### src/rtl/seq_alu.sv
// Handshaked ALU with iterative shift-add multiply and restoring divide.
// Define SEQ_ALU_FAST_MUL_EN to replace the iterative multiplier with a single-cycle one.
module seq_alu #(
  parameter int unsigned XLEN    = 32,
  parameter int unsigned SHAMT_W = $clog2(XLEN)
) (
  input  logic            clk,
  input  logic            reset,
  input  logic            in_valid,
  output logic            in_ready,
  input  logic [4:0]      ALU_ctr,
  input  logic [XLEN-1:0] ALU_srcA,
  input  logic [XLEN-1:0] ALU_srcB,
  output logic            out_valid,
  input  logic            out_ready,
  output logic [XLEN-1:0] ALU_resp,
  output logic            zero,
  output logic            busy
);

  localparam int unsigned CntW = $clog2(XLEN) + 1;

  localparam logic [4:0] OpAdd    = 5'd0;
  localparam logic [4:0] OpSub    = 5'd1;
  localparam logic [4:0] OpAnd    = 5'd2;
  localparam logic [4:0] OpOr     = 5'd3;
  localparam logic [4:0] OpXor    = 5'd4;
  localparam logic [4:0] OpSll    = 5'd5;
  localparam logic [4:0] OpSrl    = 5'd6;
  localparam logic [4:0] OpSlt    = 5'd7;
  localparam logic [4:0] OpSra    = 5'd8;
  localparam logic [4:0] OpSltu   = 5'd9;
  localparam logic [4:0] OpMul    = 5'd10;
  localparam logic [4:0] OpMulh   = 5'd11;
  localparam logic [4:0] OpMulhsu = 5'd12;
  localparam logic [4:0] OpMulhu  = 5'd13;
  localparam logic [4:0] OpDiv    = 5'd14;
  localparam logic [4:0] OpDivu   = 5'd15;
  localparam logic [4:0] OpRem    = 5'd16;
  localparam logic [4:0] OpRemu   = 5'd17;

  typedef enum logic [1:0] {StIdle, StMul, StDiv, StDone} state_e;

  state_e              state_q, state_d;
  logic [4:0]          op_q, op_d;
  logic [2*XLEN-1:0]   acc_q, acc_d;
  logic [XLEN-1:0]     opnd_q, opnd_d;
  logic                neg_q, neg_d, rneg_q, rneg_d;
  logic [CntW-1:0]     cnt_q, cnt_d;
  logic [XLEN-1:0]     resp_q, resp_d;
  logic                zero_q, zero_d;

  logic [SHAMT_W-1:0]  shamt;
  logic                a_sgn, b_sgn, div_by_zero, div_ovf;
  logic [XLEN-1:0]     a_mag, b_mag, simple_res;
  logic [XLEN:0]       mul_sum, div_sh, div_diff;
  logic [2*XLEN-1:0]   mul_nx, div_nx, prod_fix;
  logic [XLEN-1:0]     quo_fix, rem_fix;

  assign shamt       = ALU_srcB[SHAMT_W-1:0];
  assign a_sgn       = ALU_srcA[XLEN-1] && (ALU_ctr inside {OpMulh, OpMulhsu, OpDiv, OpRem});
  assign b_sgn       = ALU_srcB[XLEN-1] && (ALU_ctr inside {OpMulh, OpDiv, OpRem});
  assign a_mag       = a_sgn ? -ALU_srcA : ALU_srcA;
  assign b_mag       = b_sgn ? -ALU_srcB : ALU_srcB;
  assign div_by_zero = (ALU_srcB == '0);
  assign div_ovf     = (ALU_ctr inside {OpDiv, OpRem}) && &ALU_srcB &&
                       (ALU_srcA == {1'b1, {(XLEN-1){1'b0}}});

  always_comb begin
    simple_res = '0;
    case (ALU_ctr)
      OpAdd:   simple_res = ALU_srcA + ALU_srcB;
      OpSub:   simple_res = ALU_srcA - ALU_srcB;
      OpAnd:   simple_res = ALU_srcA & ALU_srcB;
      OpOr:    simple_res = ALU_srcA | ALU_srcB;
      OpXor:   simple_res = ALU_srcA ^ ALU_srcB;
      OpSll:   simple_res = ALU_srcA << shamt;
      OpSrl:   simple_res = ALU_srcA >> shamt;
      OpSlt:   simple_res = {{(XLEN-1){1'b0}}, $signed(ALU_srcA) < $signed(ALU_srcB)};
      OpSra:   simple_res = $unsigned($signed(ALU_srcA) >>> shamt);
      OpSltu:  simple_res = {{(XLEN-1){1'b0}}, ALU_srcA < ALU_srcB};
      default: simple_res = '0;
    endcase
  end

  // acc holds {partial product high, remaining multiplier bits}; shifts right each step.
  assign mul_sum  = {1'b0, acc_q[2*XLEN-1:XLEN]} + (acc_q[0] ? {1'b0, opnd_q} : '0);
  assign mul_nx   = {mul_sum, acc_q[XLEN-1:1]};
  assign prod_fix = neg_q ? -mul_nx : mul_nx;

  // acc holds {partial remainder, dividend/quotient}; quotient bits shift in from the right.
  assign div_sh   = {acc_q[2*XLEN-1:XLEN], acc_q[XLEN-1]};
  assign div_diff = div_sh - {1'b0, opnd_q};
  assign div_nx   = div_diff[XLEN] ? {div_sh[XLEN-1:0], acc_q[XLEN-2:0], 1'b0}
                                   : {div_diff[XLEN-1:0], acc_q[XLEN-2:0], 1'b1};
  assign quo_fix  = neg_q  ? -div_nx[XLEN-1:0]      : div_nx[XLEN-1:0];
  assign rem_fix  = rneg_q ? -div_nx[2*XLEN-1:XLEN] : div_nx[2*XLEN-1:XLEN];

`ifdef SEQ_ALU_FAST_MUL_EN
  logic [2*XLEN-1:0] ext_a, ext_b, fast_prod;
  assign ext_a     = {{XLEN{ALU_srcA[XLEN-1] && (ALU_ctr inside {OpMulh, OpMulhsu})}}, ALU_srcA};
  assign ext_b     = {{XLEN{ALU_srcB[XLEN-1] && (ALU_ctr == OpMulh)}}, ALU_srcB};
  assign fast_prod = ext_a * ext_b;
`endif

  always_comb begin
    state_d = state_q;
    op_d    = op_q;
    acc_d   = acc_q;
    opnd_d  = opnd_q;
    neg_d   = neg_q;
    rneg_d  = rneg_q;
    cnt_d   = cnt_q;
    resp_d  = resp_q;
    unique case (state_q)
      StIdle: begin
        if (in_valid) begin
          op_d    = ALU_ctr;
          state_d = StDone;
          if (ALU_ctr inside {[OpMul:OpMulhu]}) begin
`ifdef SEQ_ALU_FAST_MUL_EN
            resp_d = (ALU_ctr == OpMul) ? fast_prod[XLEN-1:0] : fast_prod[2*XLEN-1:XLEN];
`else
            acc_d   = {{XLEN{1'b0}}, b_mag};
            opnd_d  = a_mag;
            neg_d   = a_sgn ^ b_sgn;
            cnt_d   = '0;
            state_d = StMul;
`endif
          end else if (ALU_ctr inside {[OpDiv:OpRemu]}) begin
            if (div_by_zero) begin
              resp_d = (ALU_ctr inside {OpDiv, OpDivu}) ? '1 : ALU_srcA;
            end else if (div_ovf) begin
              resp_d = (ALU_ctr == OpDiv) ? ALU_srcA : '0;
            end else begin
              acc_d   = {{XLEN{1'b0}}, a_mag};
              opnd_d  = b_mag;
              neg_d   = a_sgn ^ b_sgn;
              rneg_d  = a_sgn;
              cnt_d   = '0;
              state_d = StDiv;
            end
          end else begin
            resp_d = simple_res;
          end
        end
      end
      StMul: begin
        acc_d = mul_nx;
        cnt_d = cnt_q + 1'b1;
        if (cnt_q == CntW'(XLEN - 1)) begin
          resp_d  = (op_q == OpMul) ? prod_fix[XLEN-1:0] : prod_fix[2*XLEN-1:XLEN];
          state_d = StDone;
        end
      end
      StDiv: begin
        acc_d = div_nx;
        cnt_d = cnt_q + 1'b1;
        if (cnt_q == CntW'(XLEN - 1)) begin
          resp_d  = (op_q inside {OpDiv, OpDivu}) ? quo_fix : rem_fix;
          state_d = StDone;
        end
      end
      StDone: begin
        if (out_ready) state_d = StIdle;
      end
      default: state_d = StIdle;
    endcase
    zero_d = (resp_d == '0);
  end

  always_ff @(posedge clk) begin
    if (reset) begin
      state_q <= StIdle;
      op_q    <= '0;
      acc_q   <= '0;
      opnd_q  <= '0;
      neg_q   <= 1'b0;
      rneg_q  <= 1'b0;
      cnt_q   <= '0;
      resp_q  <= '0;
      zero_q  <= 1'b1;
    end else begin
      state_q <= state_d;
      op_q    <= op_d;
      acc_q   <= acc_d;
      opnd_q  <= opnd_d;
      neg_q   <= neg_d;
      rneg_q  <= rneg_d;
      cnt_q   <= cnt_d;
      resp_q  <= resp_d;
      zero_q  <= zero_d;
    end
  end

  assign in_ready  = (state_q == StIdle);
  assign out_valid = (state_q == StDone);
  assign busy      = (state_q == StMul) || (state_q == StDiv);
  assign ALU_resp  = resp_q;
  assign zero      = zero_q;

endmodule

### config.mk
export PLATFORM = sky130hd
export DESIGN_NAME = seq_alu
export DESIGN_NICKNAME = d
export VERILOG_FILES = /design/src/rtl/seq_alu.sv
export SDC_FILE = /design/constraint.sdc
export NUM_CORES = 2
export LEC_CHECK = 0
export BUFFER_PORTS_ARGS = -buffer_cell sky130_fd_sc_hd__buf_2
export CELL_PAD_IN_SITES_DETAIL_PLACEMENT = 1
export CELL_PAD_IN_SITES_GLOBAL_PLACEMENT = 1
export CORE_ASPECT_RATIO = 0.7
export CORE_MARGIN = 8
export CORE_UTILIZATION = 47
export CTS_CLUSTER_SIZE = 16
export DETAILED_ROUTE_END_ITERATION = 12
export PLACE_DENSITY = 0.83
export SYNTH_ARGS = -nofsm -noshare
export SYNTH_HDL_FRONTEND = slang
export SYNTH_SLANG_ARGS = --single-unit
### constraint.sdc
create_clock -name clk -period 8.1 [get_ports clk]
set_input_delay 0.405 -clock clk [delete_from_list [all_inputs] [get_ports clk]]
set_output_delay 0.405 -clock clk [all_outputs]
set_load 0.1 [all_outputs]
* After elaboration in Yosys (flattened, before gate mapping) *
Index checks and enable logic that the tools add are counted.
W data, S select, Z words.

word-level totals
  bits in registers = 144
  output and inout port bits = 36
  bits of input ports = 73

operators by class
  reductions and logical operators = 27
  shift-type cells = 3
  bitwise gates (word level) = 7
  $lt $le $gt $ge = 6
  equal/unequal tests = 30
  add/sub/neg operators = 10
  mux-type cells = 48

operators with widths
  kind                    number
  $mux W32                20
  $mux W64                7
  $pmux W32 S10           1
  $pmux W64 S3            1
  $neg A32 Y32            4
  $pmux W32 S3            1
  $logic_not A32 Y1       2
  $lt A32 B32 Y1          2
  $neg A64 Y64            1
  $eq A5 B4 Y1 const B    9
  $add A32 B32 Y33        1
  $sub A33 B32 Y33        1
  $add A32 B32 Y32        1
  $and A32 B32 Y32        1
  $eq A32 B32 Y1 const B  1
  $or A32 B32 Y32         1
  $reduce_and A32 Y1      1
  $shl A32 B5 Y32         1
  $shr A32 B5 Y32         1
  $sshr A32 B5 Y32        1
  $sub A32 B32 Y32        1
  $xor A32 B32 Y32        1
  $mux W6                 5
  $eq A5 B3 Y1 const B    4
  32 further kinds        62

* Longest topological paths before layout *
  depth after elaboration = 11
  mapped depth = 29
  depth with buffers taken out = 25

* Worst setup path after synthesis *
Ideal clock, no wire load.

  path type = reg2reg
  start point = register acc_q[31]
  end point = register zero_q, in the netlist zero
  slack = 1.420 ns
  required time = 8.040 ns
  stages on the path, launching flop included = 29
  library setup time = 0.060 ns
  arrival time = 6.619 ns
  cells stage by stage = dfxtp_1 -> clkbuf_1 -> inv_1 -> ha_1 -> fa_1 -> nand2b_1 -> a21oi_1 -> o41ai_2 -> o21ai_1 -> and4_1 -> nor3_1 -> inv_2 -> clkbuf_1 -> clkbuf_1 -> buf_1 -> ha_1 -> clkbuf_1 -> inv_1 -> or3_1 -> o21ai_1 -> xnor2_1 -> a221oi_1 -> o31ai_1 -> a211o_1 -> or3_1 -> or4_1 -> or4b_1 -> nor4_2 -> a41o_1

on the way
  cells in the longest elaborated chain, start to end = 8
  elaborated cells between the ends (all ways) = 14

ends and longest elaborated chain
  element                                 line    source
  start: declaration                      46      logic [2*XLEN-1:0] acc_q, acc_d;
  start signal: assignment                176     acc_q <= '0;
  start signal: assignment                186     acc_q <= acc_d;
  $sub A33 B32 Y33                        93      assign div_diff = div_sh - {1'b0, opnd_q};
  $mux W64                                94      assign div_nx = div_diff[XLEN] ? {div_sh[XLEN-1:0], acc_q[XLEN-2:0], 1'b0}
  $neg A32 Y32, on equally long branches  97, 96
  $mux W32, on equally long branches      97, 96
  $mux W32                                160     resp_d = (op_q inside {OpDiv, OpDivu}) ? quo_fix : rem_fix;
  $mux W32                                159     if (cnt_q == CntW'(XLEN - 1)) begin
  $pmux W32 S3 (*)                        115     unique case (state_q)
  $logic_not A32 Y1 (*)                   169     zero_d = (resp_d == '0);
  end signal: assignment                  192     zero_q <= zero_d;
  end: declaration                        51      logic zero_q, zero_d;

Mark *: on every way between the ends. The rest lies on a longest branch, timed or not.
A chain may end at the register's enable or synchronous reset.

* Worst setup path after layout *
  start point = register acc_q[34]
  end point = register zero_q, in the netlist zero

Same word-level chain as after synthesis.

==> flow_summary.toml <==
[setup_path]
r2r-start = "acc_q[34]"
critPathLaunchType = "flop"
crit_family = "simple AND/OR/NAND/NOR gates"
cp_max_fo = 11
crit_path_end_kind = "flop"
cp_slowest_cell = "o41ai_2"
timing.critical_path.cells = "ha_1, o211ai_1, a21oi_1, o41ai_2, o21ai_1, and4_1, nor3_2, inv_2, a21oi_1, ha_1, nor2b_1, nor4b_1, a31oi_1, o21ai_0, xor2_1, a211o_1, or3_1, or4_1, or4b_1, nor4_2, a41o_1"
reg2reg_slack_ns = 0.62
criticalPathCategory = "reg2reg"
worst_path_largest_cell_delay_ns = 0.75
critPathArrivalTime_ns = 7.90
crit_required_ns = 8.51
critPathLaunch = "acc_q[34]"
reg2regPathDepth = 21
timing.rr.end = "zero"
path_buf_inv = 1

[detailed_routing]
vias = 35400
first_pass_iters = 7
met3_wirelength_mm = 28.5
top_layer = "met5"
wl_met2_mm = 55.9
wl_mm = 155
ant_nets = 0
m1WireLength_mm = 64.8
drc_errors = 0
wl_per_cell_microns = 32.3
viasPerCell = 7.39
drtIter0Drc = 5778

[job]
max_cap_violations = 0

[floorplan]
rows = 73
die_area_sq_mm = 0.0649
initial_utilization_pct = 47.3
dieHeight_microns = 216
die_w_microns = 301
num_io_pins = 109
coreArea_sq_mm = 0.0565

[sta]
rsz0062_at_grt = "false"
worst_slack_ns = 0.616
slew_viol_final = 3
finalClockSkew_ns = 0.0172
setup_tns_ns = 0
period_needed_ns = 7.48
relSlewSlack_pct = -4.31
setup_viol = 0
finalCritPeriodShare_pct = 92.4
max_freq_mhz = 134
worst_slew_pin_slew_ns = 1.56
finalHoldViolCount = 0

[clock_tree]
clk_path_buf_depth = 2
cts_resized = 0
htree_num_levels = 4
cts_root_buf = "clkbuf_16"
clk_latency_ns = 0.48
post_cts_buffers = 0
cts.sinks = 144
numCtsBuffers = 17
cts_tree = "done"
clkSlewWorstSetupHoldPaths_ns = 0.07
postCtsHoldBufs = 0

[logic_synthesis]
ys.flop_type = "dfxtp_1"
synth_area_leaders = "dfxtp_1, ha_1, a21oi_1"
synth_top_area_cell = "dfxtp_1"
ys_seq_area_share_pct = 10.8
synth_nets = 4382
synth-edff-count = 0
yosys.cell_types.count = 95
async_flop_share_pct = 0
synth_top_area_share_pct = 10.8
netlist_area_sq_mm = 0.0268
yosys_warnings = 0
syn_area_per_cell_sq_um = 6.48
synth-seq-cells = 144
syn_inst = 4132

[grt]
grt_use_total_pct = 44.9
antenna_found_initial = 13
grt_pass1_vias = 32500
gr-total-overflow = 0
grt_max_degree = 71
grt_pass1_wl_mm = 223

[run_status]
violations = "slew limit"
status = "finished, violations left"

[worst_hold_path]
min_path_cells = 2
hold_path_startpoint = "reset"
min_path_type = "in2reg"
worst_hold_path.endpoint = "cnt_q[0]"

[final_layout]
postLayoutCoreUtil_pct = 50.1
area_growth_pct = 5.79
regArea_sq_mm = 0.00288
fin_nets = 4268
multiInputGateArea_sq_mm = 0.0221
fillCellCount = 7665
stdcell_area_sq_mm = 0.0283
drive_gt1_share_pct = 8.58

[place]
io_buffers = 108
gp_congestion = 1.13
dp_hpwl_mm = 122
placed_area_sq_mm = 0.0277
pre_cts_ws_ns = 0.937

[pwr]
leakagePower_nw = 11.0
p_per_area_mw_per_mm2 = 254
vdd_drop_max_v = 0.000242
p_total_mw = 7.19
[registers in the layout, summed over array words and instances (netlist names)]
| signal | cells |
|---|---|
| cnt_q | 6 |
| rneg_q | 1 |
| acc_q | 64 |
| ALU_resp | 32 |
| op_q | 5 |
| opnd_q | 32 |
| state_q | 2 |
| neg_q | 1 |
| zero | 1 |
[layout make-up]
type | instances | share of cell area [%]
clock inverters | 11 | 0.296
clock buffers | 21 | 1.63
flip-flops and latches | 144 | 10.2
multi-input cells | 3493 | 77.9
well taps | 750 | 3.32
repair buffers | 201 | 4.39
diodes | 12 | 0.106
inverters | 161 | 2.13
[per-stage QoR]
step	instances	hold slack (ns)
global placement	4749	0.440
detailed placement	4749	0.446
finish	4793	0.301
global route	4786	0.312
floorplan	4132	0.432
CTS	4781	0.289
[cells in the mapped netlist, types with 39 or more instances]
cell type and number:
a21oi_1 409, xor2_1 67, nor3_1 102, xnor2_1 147, or3_1 47, a211oi_1 98, o211ai_1 51, a22oi_1 76
nand4_1 60, inv_1 158, ha_1 173, nor4_1 42, o31ai_1 47, buf_1 44, nand2_1 516, nor2_1 475
o21ai_0 282, dfxtp_1 144, nand3_1 117, a31oi_1 50, a21o_1 39, clkbuf_1 279, mux2i_1 94
[worst reg2reg max path, stage by stage (launching register included)]
cell and delay, ns:
dfxtp_1 0.52, ha_1 0.38, o211ai_1 0.28, a21oi_1 0.13, o41ai_2 0.75, o21ai_1 0.33, and4_1 0.29, nor3_2 0.39
inv_2 0.23, a21oi_1 0.30, ha_1 0.32, nor2b_1 0.22, nor4b_1 0.36, a31oi_1 0.29, o21ai_0 0.32, xor2_1 0.12
a211o_1 0.32, or3_1 0.37, or4_1 0.39, or4b_1 0.64, nor4_2 0.30, a41o_1 0.20
[how the worst max path moves through the flow]
stage,end,depth (start not counted),slack (ns)
floorplan,zero,28,1.42
global placement,zero,22,1.17
detailed placement,zero,21,0.94
CTS,zero,21,0.91
global route,zero,22,0.36
finish,zero,21,0.62
[power breakdown]
group,switching [mW],internal (mW)
Combinational,3.77,1.48
Sequential,0.304,0.838
Clock,0.386,0.410
Total,4.46,2.73
[layer usage]
layer | track usage (%) | up-vias
met3 | 24.1 | 380
met5 | 3.61 | -
met4 | 13.1 | 12
li1 | - | 14900
met2 | 55.7 | 2806
met1 | 64.0 | 17300
[cells in the final DEF (no fill, tap or decap), types with 50 or more instances in the layout]
cell type,instances
mux2i_1,94
dfxtp_1,143
a21oi_1,409
a211oi_1,98
inv_1,157
a31oi_1,50
nor3_1,97
o21ai_0,281
xor2_1,67
nand3_1,117
nor2_1,474
nand4_1,60
ha_1,170
o211ai_1,51
a22oi_1,76
buf_2,106
xnor2_1,147
buf_4,95
nand2_1,514
[kinds of logic after synthesis]
group / synth area share, %
simple gates: 26.9
compound gates: 33.8
buf+inv: 7.02
xor+xnor: 7.00
fa+ha+maj: 8.39
flops: 10.8
mux: 6.08
(Power assumes the default switching activity.)
